===== src/rtl/fft_bfly_stage_pkg.sv =====
// ---------------------------------------------------------------------------
// fft_bfly_stage_pkg : shared FFT word size, Q-format limits, complex packing
// Rev 1.0
// ---------------------------------------------------------------------------
`default_nettype none

package fft_bfly_stage_pkg;

  localparam int FFT_WORD = 16;
  localparam int FFT_MAXW = 32;

  typedef logic signed [FFT_MAXW-1:0]   qword_t;
  typedef logic        [2*FFT_MAXW-1:0] qpair_t;

  function automatic qword_t q_max(input int w);
    qword_t one = qword_t'(1);
    return (one <<< (w - 1)) - one;
  endfunction

  function automatic qword_t q_min(input int w);
    qword_t one = qword_t'(1);
    return -(one <<< (w - 1));
  endfunction

  // Components are packed {re, im}, each w bits wide; results are sign-extended.
  function automatic qword_t cplx_re(input qpair_t x, input int w);
    qword_t r = qword_t'(x >> w);
    return (r <<< (FFT_MAXW - w)) >>> (FFT_MAXW - w);
  endfunction

  function automatic qword_t cplx_im(input qpair_t x, input int w);
    qword_t r = qword_t'(x);
    return (r <<< (FFT_MAXW - w)) >>> (FFT_MAXW - w);
  endfunction

  function automatic qpair_t cplx_pack(input qword_t re, input qword_t im, input int w);
    qpair_t m = (qpair_t'(1) << w) - qpair_t'(1);
    return ((qpair_t'(re) & m) << w) | (qpair_t'(im) & m);
  endfunction

endpackage

`default_nettype wire


===== src/rtl/fft_bfly_stage_if.sv =====
// ---------------------------------------------------------------------------
// fft_bfly_stage_if : butterfly stage operand / result bundle
// Rev 1.0
// ---------------------------------------------------------------------------
`default_nettype none

interface fft_bfly_stage_if
  import fft_bfly_stage_pkg::*;
#(
  parameter int WORD = FFT_WORD
) ();

  logic              in_valid;
  logic [2*WORD-1:0] a_in;
  logic [2*WORD-1:0] p_in;
  logic              ovf_clr;
  logic              out_valid;
  logic [2*WORD-1:0] y0;
  logic [2*WORD-1:0] y1;
  logic              out_last;
  logic              ovf;

  modport master (
    output in_valid, a_in, p_in, ovf_clr,
    input  out_valid, y0, y1, out_last, ovf
  );

  modport slave (
    input  in_valid, a_in, p_in, ovf_clr,
    output out_valid, y0, y1, out_last, ovf
  );

endinterface

`default_nettype wire


===== src/rtl/fft_sat_addsub.sv =====
// ---------------------------------------------------------------------------
// fft_sat_addsub : one-component sum/difference, halved or saturated
// Rev 1.0
// ---------------------------------------------------------------------------
`default_nettype none

module fft_sat_addsub
  import fft_bfly_stage_pkg::*;
#(
  parameter int WORD  = FFT_WORD,
  parameter int SCALE = 1
) (
  input  logic signed [WORD-1:0] i_a,
  input  logic signed [WORD-1:0] i_b,
  output logic signed [WORD-1:0] o_sum,
  output logic signed [WORD-1:0] o_dif,
  output logic                   o_sat
);

  localparam logic signed [WORD-1:0] C_MAX = WORD'(q_max(WORD));
  localparam logic signed [WORD-1:0] C_MIN = WORD'(q_min(WORD));

  logic signed [WORD:0]   w_sum;
  logic signed [WORD:0]   w_dif;
  logic                   w_ovs;
  logic                   w_ovd;
  logic signed [WORD-1:0] w_sum_sat;
  logic signed [WORD-1:0] w_dif_sat;

  assign w_sum = {i_a[WORD-1], i_a} + {i_b[WORD-1], i_b};
  assign w_dif = {i_a[WORD-1], i_a} - {i_b[WORD-1], i_b};

  // Top two bits disagree exactly when the result leaves the WORD-bit range.
  assign w_ovs = w_sum[WORD] ^ w_sum[WORD-1];
  assign w_ovd = w_dif[WORD] ^ w_dif[WORD-1];

  assign w_sum_sat = w_ovs ? (w_sum[WORD] ? C_MIN : C_MAX) : w_sum[WORD-1:0];
  assign w_dif_sat = w_ovd ? (w_dif[WORD] ? C_MIN : C_MAX) : w_dif[WORD-1:0];

  assign o_sum = (SCALE != 0) ? w_sum[WORD:1] : w_sum_sat;
  assign o_dif = (SCALE != 0) ? w_dif[WORD:1] : w_dif_sat;
  assign o_sat = (SCALE == 0) && (w_ovs || w_ovd);

endmodule

`default_nettype wire


===== src/rtl/fft_bfly_stage.sv =====
// ---------------------------------------------------------------------------
// fft_bfly_stage : radix-2 butterfly stage with frame marking and ovf flag
// Rev 1.0
// ---------------------------------------------------------------------------
`default_nettype none

module fft_bfly_stage
  import fft_bfly_stage_pkg::*;
#(
  parameter int WORD     = FFT_WORD,
  parameter int MULT_LAT = 2,
  parameter int POINTS   = 32,
  parameter int SCALE    = 1
) (
  input logic             clk,
  input logic             reset,
  fft_bfly_stage_if.slave bus
);

  localparam int            CW     = $clog2(POINTS / 2);
  localparam logic [CW-1:0] C_LAST = CW'(POINTS / 2 - 1);

  logic [MULT_LAT-1:0][2*WORD-1:0] r_a_dly;
  logic [MULT_LAT-1:0]             r_v_dly;

  // Top operand rides alongside the multiplier so it meets its product on p_in.
  always_ff @(posedge clk or posedge reset) begin
    if (reset) begin
      r_a_dly <= '0;
      r_v_dly <= '0;
    end else begin
      r_a_dly[0] <= bus.a_in;
      r_v_dly[0] <= bus.in_valid;
      for (int k = 1; k < MULT_LAT; k++) begin
        r_a_dly[k] <= r_a_dly[k-1];
        r_v_dly[k] <= r_v_dly[k-1];
      end
    end
  end

  logic [2*WORD-1:0]      w_a;
  logic                   w_v;
  logic signed [WORD-1:0] w_a_c [2];
  logic signed [WORD-1:0] w_p_c [2];
  logic signed [WORD-1:0] w_s_c [2];
  logic signed [WORD-1:0] w_d_c [2];
  logic [1:0]             w_sat;
  logic [2*WORD-1:0]      w_y0;
  logic [2*WORD-1:0]      w_y1;

  assign w_a = r_a_dly[MULT_LAT-1];
  assign w_v = r_v_dly[MULT_LAT-1];

  // Index 1 holds the real component, index 0 the imaginary one.
  assign w_a_c[1] = WORD'(cplx_re(qpair_t'(w_a), WORD));
  assign w_a_c[0] = WORD'(cplx_im(qpair_t'(w_a), WORD));
  assign w_p_c[1] = WORD'(cplx_re(qpair_t'(bus.p_in), WORD));
  assign w_p_c[0] = WORD'(cplx_im(qpair_t'(bus.p_in), WORD));

  for (genvar c = 0; c < 2; c++) begin : g_comp
    fft_sat_addsub #(
      .WORD  (WORD),
      .SCALE (SCALE)
    ) u_addsub (
      .i_a   (w_a_c[c]),
      .i_b   (w_p_c[c]),
      .o_sum (w_s_c[c]),
      .o_dif (w_d_c[c]),
      .o_sat (w_sat[c])
    );
  end

  assign w_y0 = (2*WORD)'(cplx_pack(qword_t'(w_s_c[1]), qword_t'(w_s_c[0]), WORD));
  assign w_y1 = (2*WORD)'(cplx_pack(qword_t'(w_d_c[1]), qword_t'(w_d_c[0]), WORD));

  logic [2*WORD-1:0] r_y0;
  logic [2*WORD-1:0] r_y1;
  logic              r_ov;
  logic              r_last;
  logic              r_ovf;
  logic [CW-1:0]     r_cnt;

  always_ff @(posedge clk or posedge reset) begin
    if (reset) begin
      r_y0   <= '0;
      r_y1   <= '0;
      r_ov   <= 1'b0;
      r_last <= 1'b0;
      r_ovf  <= 1'b0;
      r_cnt  <= '0;
    end else begin
      r_ov   <= w_v;
      r_last <= w_v && (r_cnt == C_LAST);
      if (w_v) begin
        r_y0  <= w_y0;
        r_y1  <= w_y1;
        r_cnt <= (r_cnt == C_LAST) ? '0 : r_cnt + 1'b1;
      end
      // A fresh saturation outranks a simultaneous clear.
      if (w_v && (|w_sat)) begin
        r_ovf <= 1'b1;
      end else if (bus.ovf_clr) begin
        r_ovf <= 1'b0;
      end
    end
  end

  assign bus.out_valid = r_ov;
  assign bus.y0        = r_y0;
  assign bus.y1        = r_y1;
  assign bus.out_last  = r_last;
  assign bus.ovf       = r_ovf;

endmodule

`default_nettype wire


===== src/flat_wrapper.sv =====
// flat-port wrapper written by rule: the top's interface ports become plain ports
module fft_bfly_stage_flat import fft_bfly_stage_pkg::*;
#(
  parameter int WORD     = FFT_WORD,
  parameter int MULT_LAT = 2,
  parameter int POINTS   = 32,
  parameter int SCALE    = 1
)
  (clk, reset, bus_in_valid, bus_a_in, bus_p_in, bus_ovf_clr, bus_out_valid, bus_y0, bus_y1, bus_out_last, bus_ovf);
  fft_bfly_stage_if #(.WORD(WORD)) bus_i ();
  input logic clk;
  input logic reset;
  input wire logic [$bits(bus_i.in_valid)-1:0] bus_in_valid;
  input wire logic [$bits(bus_i.a_in)-1:0] bus_a_in;
  input wire logic [$bits(bus_i.p_in)-1:0] bus_p_in;
  input wire logic [$bits(bus_i.ovf_clr)-1:0] bus_ovf_clr;
  output wire logic [$bits(bus_i.out_valid)-1:0] bus_out_valid;
  output wire logic [$bits(bus_i.y0)-1:0] bus_y0;
  output wire logic [$bits(bus_i.y1)-1:0] bus_y1;
  output wire logic [$bits(bus_i.out_last)-1:0] bus_out_last;
  output wire logic [$bits(bus_i.ovf)-1:0] bus_ovf;
  assign bus_i.in_valid = bus_in_valid;
  assign bus_i.a_in = bus_a_in;
  assign bus_i.p_in = bus_p_in;
  assign bus_i.ovf_clr = bus_ovf_clr;
  assign bus_out_valid = bus_i.out_valid;
  assign bus_y0 = bus_i.y0;
  assign bus_y1 = bus_i.y1;
  assign bus_out_last = bus_i.out_last;
  assign bus_ovf = bus_i.ovf;
  fft_bfly_stage #(.WORD(WORD), .MULT_LAT(MULT_LAT), .POINTS(POINTS), .SCALE(SCALE)) u_core (.clk(clk), .reset(reset), .bus(bus_i));
endmodule

===== config.mk =====
export PLATFORM = sky130hd
export DESIGN_NAME = fft_bfly_stage_flat
export DESIGN_NICKNAME = d
export VERILOG_FILES = /design/src/rtl/fft_bfly_stage_pkg.sv /design/src/rtl/fft_bfly_stage_if.sv /design/src/rtl/fft_sat_addsub.sv /design/src/rtl/fft_bfly_stage.sv /design/src/flat_wrapper.sv
export SDC_FILE = /design/constraint.sdc
export NUM_CORES = 1
export LEC_CHECK = 0
export CORE_MARGIN = 2
export CORE_UTILIZATION = 24
export CTS_BUF_LIST = sky130_fd_sc_hd__clkbuf_8
export DETAILED_ROUTE_END_ITERATION = 8
export PLACE_DENSITY = 0.52
export SLEW_MARGIN = 10
export SYNTH_ARGS = -nofsm -noshare
export SYNTH_HDL_FRONTEND = slang
export SYNTH_SLANG_ARGS = --single-unit

===== constraint.sdc =====
create_clock -name clk -period 5.57 [get_ports clk]
set_input_delay 0.557 -clock clk [delete_from_list [all_inputs] [get_ports clk]]
set_output_delay 0.557 -clock clk [all_outputs]
set_load 0.005 [all_outputs]

==> results of run 1 <==
through the flow:
| stage | power [mW] | utilization | instance area [um2] |
|---|---|---|---|
| 3_5_place_dp | 2.05 | 0.297 | 9140 |
| 5_1_grt | 3.05 | 0.310 | 9540 |
| 2_1_floorplan | 1.66 | - | 7520 |
| 4_1_cts | 2.93 | 0.310 | 9540 |
| 3_3_place_gp | 2.05 | 0.297 | 9140 |
| 6_report | 2.86 | 0.310 | 9540 |
power by group through the flow:
stage	Clock, mW	Combinational (mW)	Sequential, mW
detailed placement	0	0.821	1.23
floorplan	0	0.443	1.22
finish	0.839	0.810	1.21
CTS	0.894	0.826	1.21
global route	0.924	0.895	1.23
global placement	0	0.815	1.23
sequential cells by signal, summed over array words and instances, names as in the netlist:
name                  flops
u_core.r_v_dly            2
u_core.r_a_dly           32
u_core.bus.y0            32
u_core.bus.out_last       1
u_core.bus.y1            32
u_core.r_cnt              4
u_core.w_a               32
u_core.bus.out_valid      1
area by class of cell:
| class | instances | share of cell area |
|---|---|---|
| Clock buffer | 20 | 0.0289 |
| Sequential cell | 136 | 0.357 |
| Timing Repair Buffer | 137 | 0.142 |
| Inverter | 68 | 0.0273 |
| Multi-Input combinational cell | 487 | 0.379 |
| Clock inverter | 12 | 0.0131 |
| Tap cell | 396 | 0.0519 |
final timing paths:
kind / startpoint / to / slack [ps] / cells after the start
hold reg to reg: u_core.r_a_dly[8]$_DFF_PP0_ / u_core.w_a[8]$_DFF_PP0_ / 350 / 0
setup / recovery: bus_p_in[25] / u_core.bus.y0[29]$_DFFE_PP0P_ / 2670 / 10
min in group asynchronous: reset / u_core.r_a_dly[1]$_DFF_PP0_ / 590 / 2
max in group asynchronous: reset / u_core.bus.y1[28]$_DFFE_PP0P_ / 3820 / 3
hold / removal: u_core.r_a_dly[8]$_DFF_PP0_ / u_core.w_a[8]$_DFF_PP0_ / 350 / 0
setup reg to reg: u_core.w_a[25]$_DFF_PP0_ / u_core.bus.y0[29]$_DFFE_PP0P_ / 2900 / 8
logic make-up after synthesis:
| family | synth area share |
|---|---|
| mux | 0.0386 |
| xor+xnor | 0.0536 |
| flops | 0.453 |
| compound gates | 0.174 |
| other cells | 0.000499 |
| buf+inv | 0.0659 |
| fa+ha+maj | 0.112 |
| simple gates | 0.103 |
critical path: stages:
cell             delay (ps)
clkdlybuf4s50_1         490
inv_1                    50
ha_1                    480
inv_1                   140
a21oi_1                 350
o21a_1                  190
o31ai_1                  60
a221oi_1                530
mux2i_1                 270
o2111ai_1               130
cell usage in the layout, fill, tap and decap left out, types with 3 or more instances in the layout:
master / netlist / layout
o2111ai_1: 3 / 3
a31oi_1: 4 / 4
nand4_1: 6 / 6
nor3_1: 14 / 14
clkbuf_8: 6 / 20
buf_4: 1 / 5
xor2_1: 5 / 5
o311ai_0: 4 / 4
a211oi_1: 3 / 3
o21bai_1: 7 / 7
o21a_1: 6 / 6
dfrtp_1: 136 / 135
a221oi_1: 6 / 6
a21o_1: 6 / 6
o211ai_1: 4 / 4
nor2_1: 56 / 56
clkinv_2: 0 / 5
and2_1: 3 / 3
clkdlybuf4s50_1: 0 / 132
nand2_1: 35 / 35
o221ai_1: 4 / 4
nor2b_1: 6 / 6
mux2_2: 24 / 24
nor4_1: 8 / 8
nand2b_1: 9 / 9
ha_1: 61 / 61
xnor2_1: 41 / 41
nand3_1: 7 / 7
clkinvlp_4: 0 / 3
and3_1: 3 / 3
o31ai_1: 10 / 10
a21oi_1: 75 / 75
fa_1: 4 / 4
or3_1: 3 / 3
o21ai_0: 25 / 25
inv_1: 67 / 66
layer usage:
layer / vias up / global-route usage
met3: 25 / 0.0335
met1: 2632 / 0.146
met4: 0 / 0.0468
li1: 2768 / -
met5: - / 0
met2: 122 / 0.202
==> metrics.md, run 1 <==
| Metric | Value |
|---|---|
| Placed cell count | `around 1.2k` |
| Pre-CTS setup slack | `2190 ps` |
| WL/cell | `roughly 15 um` |
| Number of antenna diodes | `0` |
| Largest net degree at the start of global routing | `90` |
| Max-slew headroom | `0.436` |
| Synth top area share | `0.453` |
| EDFF count, synth | `0` |
| WL met2 | `9220 um` |
| Fmax | `between 300 and 400 MHz` |
| Vias | `5547` |
| Synth Warn # | `0` |
| 1st-iter DRT viols | `~330` |
| Top sig layer | `met4` |
| CTS Buffer Depth | `2` |
| Switching share of power | `0.304` |
| H-tree Lvls | `4` |
| Seq cells post-synth | `136` |
| Top cells by count, synth | `dfrtp_1 (136), a21oi_1 (75), inv_1 (67)` |
| Synth area leaders | `dfrtp_1 (45%), ha_1 (10%), a21oi_1 (5.0%)` |
| Post-route ant nets | `0` |
| Lkg Pwr | `4.06 nW` |
| Final setup margin | `between 2000 and 3000 ps` |
| Internal | `approximately 2 mW` |
| Initial core utilization | `0.244` |
| Worst Tran Pin Value | `846 ps` |
| Status | `complete, no violations` |
| Syn-to-layout area delta | `26.9%` |
| Startpoint Class | `input port` |
| Worst VDD drop | `119 uV` |
| Gpl congestion | `0.830` |
| Crit share post-route | `0.520` |
| Primary FF master, synth | `dfrtp_1` |
| Final hold slack | `~350 ps` |
| Final Hold Viols | `0` |
| Post-Synthesis Cell Area | `0.00752 mm2` |
| CTS Sinks | `between 100 and 150` |
| Leading area contributor after synthesis | `dfrtp_1` |
| Post-CTS sizing | `0` |
| CTS tree | `yes` |
| Total global-route track usage | `0.120` |
| Antenna violations before repair | `0` |
| Clock slew at reported path FFs | `80 ps` |
| Core ar. | `roughly 0.03 mm2` |
| M1 wire length | `8630 um` |
| CP Class | `input port to register` |
| RSZ-0062 raised after global routing | `false` |
| Max-Cap Viols | `0` |
| Multi-input gate area | `about 0.0036 mm2` |
| FP Rows | `64` |
| Worst Hold Class | `register to register` |
| Routed met3 length | `759 um` |
| Count leader, synth | `dfrtp_1` |
| Nets | `980` |
| Number of remaining DRC errors | `0` |
| Max Clock Skew | `9.39 ps` |
| Post-Route WL | `19100 um` |
| Combinational share of power | `0.283` |
| Final setup TNS | `0 ps` |
| Fin cells | `1256` |
| Die X-Extent | `181 um` |
| Fin crit period | `2900 ps` |
| Port-buffer cells | `between 100 and 150` |
| DIE AREA | `0.0327 mm2` |
| Layout cells sized above 1 | `0.0942` |
| Critical Path RT | `5910 ps` |
| CP max FO | `9` |
| CP arrival | `3230 ps` |
| First drt pass iteration count | `4` |
| Vias in the first global route | `around 5.7k` |
| Root Buffer | `clkbuf_8` |
| Pwr/cell area | `300 mW/mm2` |
| Switching power | `just under 0.9 mW` |
| Hold Buf Count CTS | `0` |
| Final Setup Violations | `0` |
| Asr flop ratio synth | `1.00` |
| Setup repair bufs after CTS | `0` |
| Final HPWL DP | `14000 um` |
| Post-synthesis sequential area ratio | `0.453` |
| DIE HEIGHT | `around 180 um` |
| Post-Syn Instances | `between 700 and 800` |
| Vias per cell | `4.42` |
| # fillers | `3164` |
| Critical path endpoint category | `register` |
| FF/Latch Area | `0.00341 mm2` |
| Clock Power Share | `0.294` |
| First-pass GRT wire length | `30600 um` |
| Clock latency on the worst-skew pair | `460 ps` |
| GRT overflow | `0` |
| Mapped Nets | `864` |
| Syn avg cell area | `around 10 um2` |
| Sequential Power Share | `0.423` |
| I/O pin count | `135` |
| Number of distinct library cells after synthesis | `75` |
| Final Max Slew Viols | `0` |
| Total CTS buffers | `17` |
No activity file was read; power rests on OpenSTA's default activity.
==> run 2: changes to the inputs <==
--- a/config.mk
+++ b/config.mk
@@ -9,7 +9,7 @@
 export CORE_UTILIZATION = 24
 export CTS_BUF_LIST = sky130_fd_sc_hd__clkbuf_8
 export DETAILED_ROUTE_END_ITERATION = 8
-export PLACE_DENSITY = 0.52
+export PLACE_DENSITY = 0.53
 export SLEW_MARGIN = 10
 export SYNTH_ARGS = -nofsm -noshare
 export SYNTH_HDL_FRONTEND = slang
==> constraint.sdc (replaced) <==
create_clock -name clk -period 2.3 [get_ports clk]
set_input_delay 0.23 -clock clk [delete_from_list [all_inputs] [get_ports clk]]
set_output_delay 0.23 -clock clk [all_outputs]
set_load 0.005 [all_outputs]
==> metrics.md, run 2 (synthesis results as in run 1) <==
| Metric | Value |
|---|---|
| Syn-to-layout area delta | `49.5% (was 26.9%)` |
| First drt pass iteration count | `4 (unchanged)` |
| CP max FO | `2 (was 9)` |
| Clock latency on the worst-skew pair | `470 ps (was 460 ps)` |
| Max-Cap Viols | `0 (unchanged)` |
| Final Hold Viols | `0 (unchanged)` |
| FF/Latch Area | `0.00341 mm2 (about the same)` |
| Post-route ant nets | `0 (unchanged)` |
| Final setup TNS | `0 ps (unchanged)` |
| Crit share post-route | `0.979` |
| Total global-route track usage | `0.130 (was 0.120)` |
| Fin crit period | `roughly 2300 ps` |
| Nets | `1132 (was 980)` |
| CP arrival | `2590 ps (was 3230 ps)` |
| Number of antenna diodes | `0 (unchanged)` |
| Root Buffer | `clkbuf_8 (unchanged)` |
| Final Setup Violations | `0 (unchanged)` |
| Gpl congestion | `0.835 (was 0.830)` |
| Fin cells | `1408 (was 1256)` |
| Antenna violations before repair | `0 (unchanged)` |
| CTS Sinks | `136 (unchanged)` |
| Slowest stage delay, CP | `380 ps (was 530 ps)` |
| Leading cell type in the layout, fill and taps excluded | `buf_4 (was dfrtp_1)` |
| FP Rows | `64 (unchanged)` |
| First-pass GRT wire length | `33100 um (was 30600 um)` |
| WL/cell | `14.9 um (was 15.2 um)` |
| Port-buffer cells | `132 (unchanged)` |
| Fmax | `444 MHz` |
| CTS Buffer Depth | `2 (unchanged)` |
| Pwr/cell area | `670 mW/mm2 (was 300 mW/mm2)` |
| Die X-Extent | `181 um (unchanged)` |
| Post-Route WL | `21000 um (was 19100 um)` |
| Vias | `6106 (was 5547)` |
| Vias in the first global route | `6194 (was 5709)` |
| DIE HEIGHT | `181 um (unchanged)` |
| Worst VDD drop | `329 uV (was 119 uV)` |
| GRT overflow | `0 (unchanged)` |
| Clock slew at reported path FFs | `90 ps (was 80 ps)` |
| Final HPWL DP | `15900 um (was 14000 um)` |
| Critical path endpoint category | `register (unchanged)` |
| Initial core utilization | `0.244 (unchanged)` |
| Lkg Pwr | `4.87 nW (was 4.06 nW)` |
| H-tree Lvls | `4 (unchanged)` |
| Layout cells sized above 1 | `0.290 (was 0.0942)` |
| Number of remaining DRC errors | `0 (unchanged)` |
| RSZ-0062 raised after global routing | `true (was false)` |
| # fillers | `3136 (was 3164)` |
| 1st-iter DRT viols | `184 (was 325)` |
| Final Max Slew Viols | `0 (unchanged)` |
| CP Class | `register to register (was input port to register)` |
| Vias per cell | `4.34 (was 4.42)` |
| Core ar. | `0.0307 mm2 (unchanged)` |
| Max Clock Skew | `19.0 ps (was 9.39 ps)` |
| Status | `complete, no violations (unchanged)` |
| DIE AREA | `0.0327 mm2 (unchanged)` |
| Largest net degree at the start of global routing | `83 (was 90)` |
| Startpoint Class | `register (was input port)` |
| CTS tree | `yes (unchanged)` |
| Critical Path RT | `2640 ps (was 5910 ps)` |
| Crit-path slowest cell | `fa_2 (was a221oi_1)` |
| Most frequent cells in the layout | `buf_4 (152), dfrtp_1 (134), clkdlybuf4s50_1 (131) (was dfrtp_1 (135), clkdlybuf4s50_1 (132), a21oi_1 (75))` |
| CP cell instances | `nand2b_4, inv_2, fa_2, nor2b_4, o21a_4, o21ai_4, a211oi_4, buf_6, a41oi_2, xnor2_1, mux2_2 (was clkdlybuf4s50_1, inv_1, ha_1, inv_1, a21oi_1, o21a_1, o31ai_1, a221oi_1, mux2i_1, o2111ai_1)` |
| Placed cell count | `1365 (was 1224)` |
| Total CTS buffers | `17 (unchanged)` |
| Worst Hold Class | `input port to register (was register to register)` |
| Multi-input gate area | `0.00413 mm2 (was 0.00362 mm2)` |
| I/O pin count | `135 (unchanged)` |
==> run 2: changes by cell type in the layout (fill, tap and decap cells not counted), moves of 5 or more <==
| cell | change |
|---|---|
| ha_4 | +11 |
| ha_1 | -14 |
| a21oi_1 | -8 |
| inv_6 | +5 |
| buf_4 | +147 |
| o31ai_1 | -5 |
| a21oi_2 | +8 |
| clkinv_2 | -5 |
==> run 2: worst paths after layout <==
check | from | to | slack [ps] | cells after the start
hold / removal | bus_in_valid | u_core.r_v_dly[0]$_DFF_PP0_ | 190 | 1
min in group asynchronous | reset | u_core.w_a[3]$_DFF_PP0_ | 210 | 3
setup reg to reg | u_core.w_a[16]$_DFF_PP0_ | u_core.bus.y1[27]$_DFFE_PP0P_ | 50 | 11
max in group asynchronous | reset | u_core.bus.y1[27]$_DFFE_PP0P_ | 1640 | 3
hold reg to reg | u_core.r_a_dly[1]$_DFF_PP0_ | u_core.w_a[1]$_DFF_PP0_ | 340 | 0
setup / recovery | u_core.w_a[16]$_DFF_PP0_ | u_core.bus.y1[27]$_DFFE_PP0P_ | 50 | 11
==> run 2: final cells by class <==
type	instances	area share
Inverter	68	0.0231
Sequential cell	136	0.303
Clock buffer	18	0.0220
Timing Repair Buffer	289	0.226
Multi-Input combinational cell	487	0.367
Tap cell	396	0.0441
Clock inverter	14	0.0144
==> run 2: timing repair <==
action,CTS,global route
pin swaps,10,35
hold buffers,0,0
gates resized for setup,28,60
buffers inserted,3,10
endpoints found under the setup margin,21,30
==> run 2: metrics by stage <==
step                      cell area [um2]  total power [mW]  worst slack, ps  hold WS (ps)  utilization
after floorplan                      7520              4.03             48.7           261            -
after global placement              10200              5.29             -545           332        0.332
after detailed placement            10200              5.31             -581           335        0.332
after CTS                           10800              7.53            -29.1           147        0.351
after global routing                11200              8.00            -54.2           148        0.365
final                               11200              7.52             49.4           190        0.365
==> run 2: power breakdown <==
part | leakage, nW | internal [mW] | switching [mW]
sequential | 1.58 | 2.73 | 0.213
clock | 0.198 | 1.02 | 1.08
combinational | 3.10 | 1.42 | 1.07
total | 4.87 | 5.16 | 2.36
==> run 2: worst max-delay path, delay by kind of cell, from the launching register on <==
| family | cells | cell delay (ps) |
|---|---|---|
| muxes | 1 | 260 |
| and+or+nand+nor | 2 | 250 |
| DFF | 1 | 350 |
| xor gates and xnor gates | 1 | 140 |
| buffers and inverters | 2 | 190 |
| AOI/OAI and AO/OA | 4 | 550 |
| adders and majority gates | 1 | 380 |
==> run 2: metal layers <==
layer	global-route usage	wire length, um	up-vias
met2	0.222	10500	113
met4	0.0410	295	0
met3	0.0290	815	16
met1	0.163	9390	2911
li1	-	-	3066
met5	0	0	-
